===== config.mk =====
export PLATFORM = sky130hd
export DESIGN_NAME = times5_stream_top
export DESIGN_NICKNAME = d
export VERILOG_FILES = /design/src/rtl/times5_pkg.sv /design/src/rtl/times5_out_reg.sv /design/src/rtl/times5_stream_top.sv
export SDC_FILE = /design/constraint.sdc
export NUM_CORES = 1
export LEC_CHECK = 0
export ABC_AREA = 1
export BUFFER_PORTS_ARGS = -buffer_cell sky130_fd_sc_hd__buf_2
export CORE_ASPECT_RATIO = 0.6
export CORE_UTILIZATION = 35
export CTS_CLUSTER_SIZE = 24
export DETAILED_ROUTE_END_ITERATION = 6
export GPL_ROUTABILITY_DRIVEN = 0
export GPL_TIMING_DRIVEN = 0
export HOLD_SLACK_MARGIN = 0.08
export PLACE_DENSITY = 0.7
export SYNTH_ARGS = -nofsm -noshare
export SYNTH_HDL_FRONTEND = slang
export SYNTH_SLANG_ARGS = --single-unit

===== constraint.sdc =====
create_clock -name ap_clk -period 2.4 [get_ports ap_clk]
set_input_delay 0.36 -clock ap_clk [delete_from_list [all_inputs] [get_ports ap_clk]]
set_output_delay 0.36 -clock ap_clk [all_outputs]
set_load 0.03 [all_outputs]

===== src/rtl/times5_pkg.sv =====
// Shared definitions for the times5 streaming kernel: default data width,
// the multiplier constant and the block-level control state encoding.
package times5_pkg;

    // Default width of the value channel on both streams.
    localparam int unsigned DATA_W_DEFAULT = 8;

    // Constant factor applied to every element.
    localparam int unsigned MULT_FACTOR = 5;

    // Block-level control states.
    typedef enum logic [1:0] {
        IDLE  = 2'd0,
        RUN   = 2'd1,
        DRAIN = 2'd2
    } state_t;

endpackage


===== src/rtl/times5_out_reg.sv =====
// One-entry output register for the times5 stream.
// Loads {value*MULT_FACTOR, last} on load_i; empties on accept_i when no new
// element arrives. Contents stay stable while held.
// Optional: define TIMES5_SATURATE_EN to clamp results that overflow DATA_W
// bits to all ones; otherwise the result wraps modulo 2^DATA_W.
module times5_out_reg
    import times5_pkg::*;
#(
    parameter int unsigned DATA_W = DATA_W_DEFAULT
) (
    input  logic              clk_i,
    input  logic              rst_i,
    input  logic              load_i,
    input  logic [DATA_W-1:0] value_i,
    input  logic              last_i,
    input  logic              accept_i,
    output logic              vld_o,
    output logic [DATA_W-1:0] value_o,
    output logic              last_o
);

    logic              vld_q,   vld_d;
    logic [DATA_W-1:0] value_q, value_d;
    logic              last_q,  last_d;
    logic [DATA_W-1:0] result;

`ifdef TIMES5_SATURATE_EN
    // Three extra bits hold value*5 without loss for any DATA_W.
    localparam int unsigned EXT_W = DATA_W + 3;
    logic [EXT_W-1:0] prod_ext;

    // Full-precision product, clamped to all ones on overflow.
    always_comb begin
        prod_ext = {3'b000, value_i} * EXT_W'(MULT_FACTOR);
        if (|prod_ext[EXT_W-1:DATA_W]) begin
            result = '1;
        end else begin
            result = prod_ext[DATA_W-1:0];
        end
    end
`else
    localparam logic [DATA_W-1:0] MULT_W = DATA_W'(MULT_FACTOR);

    // Product truncated to DATA_W bits (modulo wrap).
    always_comb begin
        result = value_i * MULT_W;
    end
`endif

    // Next-state: a load has priority and refills; an accept alone empties.
    always_comb begin
        vld_d   = vld_q;
        value_d = value_q;
        last_d  = last_q;
        if (load_i) begin
            vld_d   = 1'b1;
            value_d = result;
            last_d  = last_i;
        end else if (accept_i) begin
            vld_d   = 1'b0;
        end
    end

    // Register update with asynchronous clear.
    always_ff @(posedge clk_i or posedge rst_i) begin
        if (rst_i) begin
            vld_q   <= 1'b0;
            value_q <= '0;
            last_q  <= 1'b0;
        end else begin
            vld_q   <= vld_d;
            value_q <= value_d;
            last_q  <= last_d;
        end
    end

    assign vld_o   = vld_q;
    assign value_o = value_q;
    assign last_o  = last_q;

endmodule


===== src/rtl/times5_stream_top.sv =====
// Top-level accelerator wrapper: multiplies each input element by 5 and
// forwards it with its last flag. Block control via ap_start/ap_done/
// ap_idle/ap_ready; each stream channel uses a vld/ack handshake.
// Optional: define TIMES5_SATURATE_EN to saturate overflowing results.
module times5_stream_top
    import times5_pkg::*;
#(
    parameter int unsigned DATA_W = DATA_W_DEFAULT
) (
    input  logic              ap_clk,
    input  logic              ap_rst,
    input  logic              ap_start,
    output logic              ap_done,
    output logic              ap_idle,
    output logic              ap_ready,
    input  logic [DATA_W-1:0] hw_input_V_value_V,
    input  logic              hw_input_V_value_V_ap_vld,
    output logic              hw_input_V_value_V_ap_ack,
    input  logic              hw_input_V_last_V,
    input  logic              hw_input_V_last_V_ap_vld,
    output logic              hw_input_V_last_V_ap_ack,
    output logic [DATA_W-1:0] hw_output_V_value_V,
    output logic              hw_output_V_value_V_ap_vld,
    input  logic              hw_output_V_value_V_ap_ack,
    output logic              hw_output_V_last_V,
    output logic              hw_output_V_last_V_ap_vld,
    input  logic              hw_output_V_last_V_ap_ack
);

    state_t            state_q, state_d;
    logic              out_vld;
    logic [DATA_W-1:0] out_value;
    logic              out_last;
    logic              out_accept;
    logic              in_ack;

    // Handshake decode: a transfer needs both sink acks; input is consumed
    // only in RUN when both channels are valid and the register has room.
    always_comb begin
        out_accept = out_vld & hw_output_V_value_V_ap_ack
                             & hw_output_V_last_V_ap_ack;
        in_ack     = (state_q == RUN) & hw_input_V_value_V_ap_vld
                                      & hw_input_V_last_V_ap_vld
                                      & (~out_vld | out_accept);
    end

    // Control FSM next state: a last=1 element moves RUN to DRAIN; DRAIN
    // returns to IDLE once that element is taken downstream.
    always_comb begin
        state_d = state_q;
        case (state_q)
            IDLE:    if (ap_start)                       state_d = RUN;
            RUN:     if (in_ack && hw_input_V_last_V)    state_d = DRAIN;
            DRAIN:   if (out_accept)                     state_d = IDLE;
            default:                                     state_d = IDLE;
        endcase
    end

    // Control state register.
    always_ff @(posedge ap_clk or posedge ap_rst) begin
        if (ap_rst) begin
            state_q <= IDLE;
        end else begin
            state_q <= state_d;
        end
    end

    // Block status: done/ready pulse in the cycle the final element leaves.
    always_comb begin
        ap_idle  = (state_q == IDLE);
        ap_done  = (state_q == DRAIN) & out_accept;
        ap_ready = (state_q == DRAIN) & out_accept;
    end

    times5_out_reg #(
        .DATA_W (DATA_W)
    ) u_out_reg (
        .clk_i    (ap_clk),
        .rst_i    (ap_rst),
        .load_i   (in_ack),
        .value_i  (hw_input_V_value_V),
        .last_i   (hw_input_V_last_V),
        .accept_i (out_accept),
        .vld_o    (out_vld),
        .value_o  (out_value),
        .last_o   (out_last)
    );

    assign hw_input_V_value_V_ap_ack  = in_ack;
    assign hw_input_V_last_V_ap_ack   = in_ack;
    assign hw_output_V_value_V        = out_value;
    assign hw_output_V_value_V_ap_vld = out_vld;
    assign hw_output_V_last_V         = out_last;
    assign hw_output_V_last_V_ap_vld  = out_vld;

endmodule


# Yosys cells after proc, flatten, opt, wreduce, memory -nomap -nowiden
# Index checks and enable logic that the tools add are counted.
# Widths: inputs -> output; s select.
dict set report word_totals {
  register_bits 12
  latch_bits 0
  mem_bits_rw 0
  mem_bits_ro 0
  input_bits 16
  out_inout_bits 16
  wordCells 28
  n_memories 0
}
dict set report op_classes {
  add_sub_neg 0
  mul 1
  n_div 0
  n_lt_le_gt_ge 0
  n_eq_ne 5
  shift 0
  n_mux 6
  bitwise_logic 8
  n_reduce_logical 4
}
# cell count
set op_table {}
lappend op_table {{$mul 8x3->8 const B} 1}
lappend op_table {{$and 1x1->1} 6}
lappend op_table {{$mux 2} 3}
lappend op_table {{$pmux 2 s3} 1}
lappend op_table {{$ne 2x2->1 const B} 2}
lappend op_table {{$reduce_and 3->1} 1}
lappend op_table {{$eq 2x1->1 const B} 1}
lappend op_table {{$eq 2x2->1 const B} 1}
lappend op_table {{$logic_not 2->1} 1}
lappend op_table {{$mux 1} 2}
lappend op_table {{$ne 2x1->1 const B} 1}
lappend op_table {{$reduce_bool 2->1} 1}
lappend op_table {{$logic_and 1x1->1} 1}
lappend op_table {{$not 1->1} 1}
lappend op_table {{$or 1x1->1} 1}

# Depth between registers and ports, before layout
# Gate-level depths: netlist of the first run.
dict set report logic_depth {
  word_depth 7
  ltp_mapped 9
  depth_no_buf 9
}

# Cells and area by module
# Synthesis of the first run repeated with hierarchy kept, for this count alone.
dict set report hier_totals {
  cells_unflattened 102
  hier_area_um2 795.8
}
# module n_inst cells_each area_per_inst_um2 seq_area_each_um2
set modules_own_cells {}
lappend modules_own_cells {times5_out_reg 1 77 630.6 250.2}
lappend modules_own_cells {times5_stream_top 1 25 165.2 50.0}

# Least setup slack after synthesis of the first run
# Ideal clock, no wire load.
dict set report synth_path {
  path_type {flip-flop to output port}
  startpoint {register u_out_reg.vld_q, in the netlist u_out_reg.vld_o}
  endpoint {output ap_ready}
  arrival_time_ns 1.410
  t_required_ns 2.040
  setup_slack_ns 0.630
  stages_incl_launch_ff 4
  cell_sequence {dfrtp_1 -> nand3_1 -> nor2_1 -> buf_4}
}
dict set report synth_between {
  elab_chain_len 3
}
# element line_no
set synth_lines {}
lappend synth_lines {{start: declaration} times5_out_reg.sv:22} ;# logic vld_q, vld_d;
lappend synth_lines {{start signal: assignment} times5_out_reg.sv:71} ;# vld_q <= vld_d;
lappend synth_lines {{$and 1x1->1} times5_stream_top.sv:40} ;# out_accept = out_vld & hw_output_V_value_V_ap_ack
lappend synth_lines {{$and 1x1->1} times5_stream_top.sv:41} ;# & hw_output_V_last_V_ap_ack;
lappend synth_lines {{$and 1x1->1} -}
lappend synth_lines {{end: declaration} times5_stream_top.sv:15} ;# output logic ap_ready,
# No other way between the ends.

# Worst setup path in the final report of the first run
dict set report layout_path {
  startpoint {register state_q[1]}
  endpoint {output hw_input_V_value_V_ap_ack}
}
dict set report layout_between {
  elab_chain_len 4
}
# element line_no
set layout_lines {}
lappend layout_lines {{start: declaration} times5_stream_top.sv:30} ;# state_t state_q, state_d;
lappend layout_lines {{start signal: assignment} times5_stream_top.sv:64} ;# state_q <= state_d;
lappend layout_lines {{$eq 2x1->1} times5_stream_top.sv:42} ;# in_ack = (state_q == RUN) & hw_input_V_value_V_ap_vld
lappend layout_lines {{$and 1x1->1} times5_stream_top.sv:42}
lappend layout_lines {{$and 1x1->1} times5_stream_top.sv:43} ;# & hw_input_V_last_V_ap_vld
lappend layout_lines {{$and 1x1->1} times5_stream_top.sv:44} ;# & (~out_vld | out_accept);
lappend layout_lines {{end: declaration} times5_stream_top.sv:18} ;# output logic hw_input_V_value_V_ap_ack,
# No other way between the ends.

==> impl_metrics.toml, run 1 <==
[sta]
max-slew-margin-rel_pct = 68.75
setup_tns_ns = 0
fin_crit_ns = 1.886
finalHoldViolations = 0
worst_slew_pin_slew_ns = 0.4682
period_share_pct = 78.57
max_clock_freq_mhz = 530.3
drv_slew = 0
final-setup-viol-count = 0
timing.clock.skew_ns = 0.001223
hold_slack_ns = 0.1176
setup_repair_after_global_routing_missed_its_margin = "no"

[route]
met2WireLength_um = 763
dr.first_iter.drc_count = 6
wl_met1_um = 779
top_layer_used = "met4"
drc = 0
antenna_violating_nets_post_route = 0
drt-vias-per-instance = 4.519
routed_wirelength_um = 1685
drt_pass1_iterations = 4
dr_wl_met3_um = 110
dr_total_vias = 696
routed_wire_length_per_instance_um = 10.94

[logic_synthesis]
ys_top_cells_by_count = "nand2_1 (37), dfrtp_1 (12), ha_1 (9), nand3_1 (9), inv_1 (7)"
combinational_family_with_the_most_area_after_synthesis = "simple AND/OR/NAND/NOR gates"
synth_most_common_cell = "nand2_1"
synth_xor_xnor_area_share_pct = 1.120
netlist_area_um2 = 782.0
synth_sequential_area_ratio_pct = 38.40
yosysWarningCount = 0
asyncSetResetFlopFracSynth_pct = 100.0
synth_compound_gate_area_share_pct = 1.760
synth_edf_count = 0
synth_cell_types = 19
post_synth_and_or_nand_nor_area_fraction_pct = 33.92
yosysTopAreaCellShare_pct = 38.40
synth_largest_area_cell = "dfrtp_1"
synthesis.instances = 91
ys_top_cells_by_area = "dfrtp_1 (38%), nand2_1 (18%), ha_1 (14%), nand3_1 (5.8%), inv_1 (3.4%)"
synthesized_area_fraction_occupied_by_adder_cells_pct = 16.96
synth_top_flop_cell = "dfrtp_1"
synth.area.mux_share_pct = 0
postSynthRegisterBits = 12
synth_fp_nets = 117
post_synth.cell_area_avg_um2 = 8.593

[finish]
insertedDiodeCount = 0
final_cells = 154
drive_above_1_share_pct = 36.51
layout.nets = 153
areaGrowthSynthToFinish_pct = 31.36
fill_cells = 196

[power_and_ir_drop]
power.share.sequential_pct = 30.0
switchingPower_uw = 533.4
power_per_cell_area_nw_per_um2 = 1117
combinationalPowerShare_pct = 50.3
irDropWorstVdd_v = 0.0005088
cellInternalPower_uw = 613.7
power.leakage_uw = 0.0006182
clkPwrFrac_pct = 19.7
p_sw_share_pct = 46.50

[global_route]
grt-ovfl-total = 0
grt_antenna_before_repair = 0
groute.usage.overall_pct = 15.79
first_pass_grt_wire_length_um = 2753
largest_net_degree_at_the_start_of_global_routing = 13
vias_in_the_first_global_route = 625

[min_path]
min-delay-path-class = "input port to async pin"

[critical_path]
cp.required_ns = 2.04
crit_chain = "nor2_4, nand3_4, nor2_8, buf_4, buf_2"
worst_path_largest_cell_delay_ns = 0.44
setup.worst_path.end_class = "primary output"
slowest_stage = "dfrtp_1"
critical_path.startpoint_type = "register"
cp.arrival_ns = 1.53
cp_max_fo = 11
timing.setup.critical_path_class = "register to primary output"

[clock_network]
cts.sink_count = 12
tritoncts = "yes"
cts.repair.resized = 0
clk_latency_ns = 0.24
cts_hold_repair.buffers = 0
cts_post_setup_buffers_inserted = 0
cts_inserted_buffers = 3
clock_path_buffers = 2
cts_root_buffer = "clkbuf_8"
clk_pin_slew_worst_paths_ns = 0.05
clock_tree.htree_level_count = 1

[floorplan]
design.core.area_um2 = 1967
num_io_pins = 32
die_w_um = 63.03
initial_utilization_pct = 39.76
die_height_um = 38.62
die_area_um2 = 2434
placement_rows = 12

[flow_run]
max-cap-violations = 0

[place]
detailedPlacementHpwl_um = 1357
port_buffers = 31
placed_cells_incl_taps = 150

[run_status]
run_status = "finished, final reports clean"
==> power by group through the flow <==
stage / Combinational, uW / Clock (uW) / Sequential [uW]
floorplan: 266 / 0 / 502
global placement: 567 / 0 / 347
detailed placement: 580 / 0 / 346
CTS: 583 / 224 / 345
global route: 624 / 236 / 357
finish: 577 / 226 / 345
==> metrics by stage <==
| stage | power [uW] | worst slack (ns) | area (um2) | utilization, % |
|---|---|---|---|---|
| CTS | 1153 | 0.5065 | 1027 | 52.23 |
| detailed placement | 926.5 | 0.4598 | 972.2 | 49.43 |
| global placement | 913.8 | 0.4772 | 972.2 | 49.43 |
| floorplan | 768.0 | 0.6302 | 782.0 | - |
| finish | 1147 | 0.5142 | 1027 | 52.23 |
| global route | 1217 | 0.4500 | 1027 | 52.23 |
==> sequential cells by signal, summed over array words and instances (netlist names) <==
name               cells
u_out_reg.last_o       1
u_out_reg.value_o      8
state_q                2
u_out_reg.vld_o        1
==> final timing paths <==
path / start / to / slack (ns) / cells past startpoint
max in group asynchronous: ap_rst / u_out_reg.value_o[3] / 1.96 / 2
min in group ap_clk: ap_start / state_q[0] / 0.31 / 3
worst max-delay path: state_q[1] / hw_input_V_value_V_ap_ack / 0.51 / 5
worst min register to register: u_out_reg.last_o / u_out_reg.last_o / 0.47 / 2
worst min-delay path: ap_rst / state_q[0] / 0.12 / 2
worst max register to register: state_q[1] / u_out_reg.value_o[5] / 1.12 / 6
==> area by class of cell <==
cell class	count	area (um2)	share of cell area, %
tap	28	35.03	3.410
clock buffer	4	55.05	5.359
sequential	12	300.3	29.23
multi-input combinational	67	420.4	40.93
inverter	9	38.79	3.776
timing repair buffer	31	155.1	15.10
buffer	3	22.52	2.192
==> per-layer routing <==
layer | up-vias | GRT usage (%)
met2 | 18 | 27.69
met5 | - | 0
met1 | 312 | 17.21
met4 | 0 | 7.558
li1 | 360 | -
met3 | 6 | 6.471
==> critical path, delay by kind of cell (launching register included) <==
family,cells,cell delay [ns]
flops,1,0.44
buf+inv,2,0.33
simple gates,3,0.52
==> logic make-up (layout without fill, tap and decap cells) <==
logic type	count (synthesis)	count (layout)
and+or+nand+nor	54	54
DFF	12	12
buffers and inverters	12	47
adders and majority gates	10	10
AOI/OAI and AO/OA	2	2
xor gates and xnor gates	1	1
==> layout by cell type (no fill, tap or decap), types with 2 or more instances in the layout <==
| cell | instances |
|---|---|
| nand2_1 | 37 |
| buf_2 | 31 |
| dfrtp_1 | 12 |
| nand3_1 | 9 |
| ha_1 | 9 |
| inv_1 | 7 |
| clkbuf_8 | 4 |
| buf_4 | 3 |
| nor2_1 | 2 |
No activity file was read; power rests on OpenSTA's default activity.
==> run 2, diff against run 1 <==
- clock period: 2.4 -> 1.83 ns (I/O delays scaled with it)
==> impl_metrics.toml, run 2 (synthesis gave the netlist of run 1 again) <==
[run_status]
run_status = "finished, final reports clean"

[route]
routed_wirelength_um = 1758
antenna_violating_nets_post_route = 0
dr_total_vias = 716
dr.first_iter.drc_count = 1
drt-vias-per-instance = 4.475
drt_pass1_iterations = 2
drc = 0
routed_wire_length_per_instance_um = 10.99

[finish]
largest_register_ff_count = 8
finalCoreUtilization_pct = 54.64
fill_cells = 192
layout.nets = 159
layout.cell_area.non_filler_um2 = 1075
areaGrowthSynthToFinish_pct = 37.44
insertedDiodeCount = 0
commonest_cells_after_routing_fill_and_taps_aside = "nand2_1 (37), buf_2 (31), dfrtp_1 (12)"
drive_above_1_share_pct = 38.64
layout_commonest_cell = "nand2_1"

[min_path]
hold-path-endpoint = "state_q[0]"
timing.hold.worst.start = "ap_start"
hold_path_depth = 3
min-delay-path-class = "input port to register"

[clock_network]
tritoncts = "yes"
cts_root_buffer = "clkbuf_8"
clk_latency_ns = 0.25
clock_tree.htree_level_count = 1
clk_pin_slew_worst_paths_ns = 0.06
cts_inserted_buffers = 3
cts.sink_count = 12
clock_path_buffers = 2

[global_route]
groute.usage.overall_pct = 15.79
first_pass_grt_wire_length_um = 2753
grt_antenna_before_repair = 0
largest_net_degree_at_the_start_of_global_routing = 13
grt-ovfl-total = 0
vias_in_the_first_global_route = 627

[sta]
max_clock_freq_mhz = 569.8
worst_slew_pin_slew_ns = 0.4680
finalHoldViolations = 0
setup_slack_ns = 0.07494
drv_slew = 0
period_share_pct = 95.91
max-slew-margin-rel_pct = 68.76
fin_crit_ns = 1.755
timing.clock.skew_ns = 0.003176
setup_repair_after_global_routing_missed_its_margin = "no"
final-setup-viol-count = 0

[power_and_ir_drop]
power.share.sequential_pct = 29.5
combinationalPowerShare_pct = 51.3
power.leakage_uw = 0.0006499
clkPwrFrac_pct = 19.3
switchingPower_uw = 706.5
p_sw_share_pct = 46.05
power_per_cell_area_nw_per_um2 = 1428
irDropWorstVdd_v = 0.0006640
cellInternalPower_uw = 827.7

[critical_path]
setup.worst_path.end_class = "primary output"
r2r.worst_path.cells = 8
cp.required_ns = 1.56
critical_path.startpoint_type = "register"
timing.setup.critical_path_class = "register to primary output"
r2r_start = "u_out_reg.vld_o"
reg2reg_to = "u_out_reg.value_o[5]"
cp.arrival_ns = 1.48
worst_setup_path_startpoint = "u_out_reg.vld_o"
reg2reg_slack_ns = 0.46
cp_max_fo = 9

[floorplan]
die_area_um2 = 2434
placement_rows = 12
num_io_pins = 32
design.core.area_um2 = 1967
die_w_um = 63.03
initial_utilization_pct = 39.76
die_height_um = 38.62

[place]
preCtsSetupSlack_ns = -0.02465
post_place_instance_area_um2 = 972.2
detailedPlacementHpwl_um = 1357
port_buffers = 31

[flow_run]
max-cap-violations = 0
## run 2: cell types whose count changed in the layout (fill, tap and decap cells not counted)
cell | previous run | this run
dlygate4sd3_1 | 0 | 1
buf_4 | 3 | 8
## run 2: worst max-delay path, stage by stage (launching register included)
cell     delay, ns
dfrtp_1       0.37
nand3_1       0.15
nand2_1       0.11
inv_1         0.09
nor2_8        0.19
buf_4         0.13
buf_2         0.18
## run 2: worst max-delay path by stage
stage	end	slack, ns
6_report	hw_input_V_value_V_ap_ack	0.07
5_1_grt	hw_input_V_value_V_ap_ack	0.01
4_1_cts	hw_input_V_value_V_ap_ack	0.02
3_5_place_dp	u_out_reg.value_o[7]	-0.02
3_3_place_gp	u_out_reg.value_o[7]	-0.007
2_1_floorplan	ap_ready	0.15
## run 2: stage by stage
step,std cells,hold slack (ns),setup TNS [ns],power (uW)
final,160,0.2286,0,1534
after global routing,160,0.2364,0,1627
after CTS,155,0.2333,0,1514
after detailed placement,150,0.3123,-0.02465,1215
after global placement,150,0.2985,-0.007327,1198
after floorplan,91,0.1392,0,1007
## run 2: power by group through the flow
stage / combinational (uW) / clock (uW) / sequential, uW
after floorplan: 349 / 0 / 658
after global placement: 743 / 0 / 455
after detailed placement: 761 / 0 / 454
after CTS: 767 / 294 / 453
after global routing: 849 / 310 / 468
final: 787 / 296 / 452
## run 2: layout make-up
type | count | area, um2 | area share [%]
Clock buffer | 4 | 55.05 | 5.122
Multi-Input combinational cell | 67 | 420.4 | 39.12
Sequential cell | 12 | 300.3 | 27.94
Tap cell | 28 | 35.03 | 3.260
Inverter | 9 | 38.79 | 3.609
Buffer | 3 | 22.52 | 2.095
Timing Repair Buffer | 37 | 202.7 | 18.86
## run 2: routing by layer
| layer | GRT usage (%) | part of all wire, % | routed length, um |
|---|---|---|---|
| met1 | 17.39 | 46 | 817 |
| met2 | 27.69 | 46 | 800 |
| met3 | 6.176 | 6.4 | 112 |
| met4 | 7.558 | 1.6 | 28 |
| met5 | 0 | 0 | 0 |
## run 2: what timing repair did
item | 4_1_cts | 5_1_grt
buffers inserted | 0 | 5
hold endpoints to repair | 12 | 0
endpoints found under the setup margin | 0 | 1
hold buffers | 1 | 0
gates resized for setup | 0 | 0
==> run 3, diff against run 2 <==
- CORE_ASPECT_RATIO: 0.6 -> not set
- CORE_UTILIZATION: 35 -> 40
- PLACE_DENSITY: 0.7 -> 0.77
==> impl_metrics.toml, run 3 (synthesis gave the netlist of run 1 again) <==
[clock_network]
clock_path_buffers = 2
clock_tree.htree_level_count = 1
cts_root_buffer = "clkbuf_4"
cts_inserted_buffers = 3
tritoncts = "yes"
clk_pin_slew_worst_paths_ns = 0.07
clk_latency_ns = 0.27
cts.sink_count = 12

[floorplan]
die_area_um2 = 2136
die_w_um = 46.22
design.core.area_um2 = 1783
initial_utilization_pct = 43.86
placement_rows = 15
die_height_um = 46.22
num_io_pins = 32

[flow_run]
max-cap-violations = 0

[sta]
drv_slew = 0
max_clock_freq_mhz = 604.9
hold_slack_ns = 0.2164
max-slew-margin-rel_pct = 69.57
fin_crit_ns = 1.653
final-setup-viol-count = 0
worst_slew_pin_slew_ns = 0.4559
setup_slack_ns = 0.1769
setup_repair_after_global_routing_missed_its_margin = "no"
finalHoldViolations = 0
timing.clock.skew_ns = 0.001443
period_share_pct = 90.33

[route]
antenna_violating_nets_post_route = 0
drt-vias-per-instance = 4.617
dr_total_vias = 711
routed_wirelength_um = 1492
drc = 0
dr.first_iter.drc_count = 10
routed_wire_length_per_instance_um = 9.688
drt_pass1_iterations = 4

[place]
port_buffers = 31
detailedPlacementHpwl_um = 1180
preCtsSetupSlack_ns = -0.02461
post_place_instance_area_um2 = 968.4

[critical_path]
reg2reg_slack_ns = 0.53
slowest_stage = "dfrtp_1"
critPathBufInv = 3
path_delay_family = "flip-flops"
critical_path.startpoint_type = "register"
cp_max_fo = 4
r2r.worst_path.cells = 8
timing.setup.critical_path_class = "register to primary output"
crit_chain = "nand3_1, nand2_1, inv_1, nor2_8, buf_4, buf_2"
setup.worst_path.end_class = "primary output"
worst_path_largest_cell_delay_ns = 0.38
reg2reg_to = "u_out_reg.value_o[7]"
r2r_start = "u_out_reg.vld_o"
cp.required_ns = 1.56
cp.arrival_ns = 1.38

[min_path]
hold-path-endpoint = "state_q[0]"
min-delay-path-class = "input port to register"
timing.hold.worst.start = "ap_start"
hold_path_depth = 3

[finish]
layout.cell_area.non_filler_um2 = 1030
drive_above_1_share_pct = 37.21
layout_commonest_cell = "nand2_1"
insertedDiodeCount = 0
commonest_cells_after_routing_fill_and_taps_aside = "nand2_1 (37), buf_2 (31), dfrtp_1 (12)"
largest_register_ff_count = 8
fill_cells = 159
areaGrowthSynthToFinish_pct = 31.68
layout.nets = 156
finalCoreUtilization_pct = 57.75

[global_route]
grt-ovfl-total = 0
grt_antenna_before_repair = 0
first_pass_grt_wire_length_um = 2484
vias_in_the_first_global_route = 594
groute.usage.overall_pct = 16.46
largest_net_degree_at_the_start_of_global_routing = 13

[power_and_ir_drop]
totalPowerFinal_uw = 1415
power_per_cell_area_nw_per_um2 = 1374
power.leakage_uw = 0.0006261
irDropWorstVdd_v = 0.0005252

[run_status]
run_status = "finished, final reports clean"
-- run 3: worst max path at each step --
stage	cells after the start	endpoint	slack [ns]	start
4_1_cts	5	hw_input_V_value_V_ap_ack	0.01	state_q[1]
3_5_place_dp	10	u_out_reg.value_o[7]	-0.02	hw_input_V_value_V[1]
3_3_place_gp	10	u_out_reg.value_o[7]	0.02	hw_input_V_value_V[1]
5_1_grt	6	hw_input_V_value_V_ap_ack	0.08	u_out_reg.vld_o
6_report	6	hw_input_V_value_V_ap_ack	0.18	u_out_reg.vld_o
2_1_floorplan	3	ap_ready	0.15	u_out_reg.vld_o
-- run 3: area by class of cell --
class | instances | area (um2) | share of cell area (%)
Buffer | 3 | 22.52 | 2.187
Sequential cell | 12 | 300.3 | 29.16
Inverter | 9 | 38.79 | 3.767
Multi-Input combinational cell | 67 | 420.4 | 40.83
Clock buffer | 4 | 36.28 | 3.524
Tap cell | 25 | 31.28 | 3.038
Timing Repair Buffer | 34 | 180.2 | 17.50
-- run 3: stage by stage --
stage | TNS [ns] | cells
2_1_floorplan | 0 | 91
3_3_place_gp | 0 | 147
3_5_place_dp | -0.02461 | 147
4_1_cts | 0 | 152
5_1_grt | 0 | 154
6_report | 0 | 154
-- run 3: repair_timing --
action | 4_1_cts | 5_1_grt
gates resized for setup | 0 | 0
endpoints found under the setup margin | 0 | 1
setup buffers | 0 | 2
hold buffers | 1 | 0
hold endpoints to repair | 12 | 0
-- run 3: report_power, final --
group	switching, uW	internal, uW
registers	63.4	381
clock network	85.7	121
logic	521	243
total	670	746
-- run 3: worst register-to-register path, stage by stage (launching register included) --
cell	delay, ns
dfrtp_1	0.38
nand3_1	0.13
nand2_1	0.10
inv_1	0.09
nor2_8	0.13
buf_4	0.18
inv_6	0.07
nand2_1	0.07
nand2_1	0.05
-- run 3: metal layers --
layer  vias to the layer above  track usage (%)  wire length [um]
li1                        365                -                 -
met1                       310            20.63               659
met2                        34            26.76               716
met3                         2            1.176                93
met4                         0            11.18                23
met5                         -                0                 0
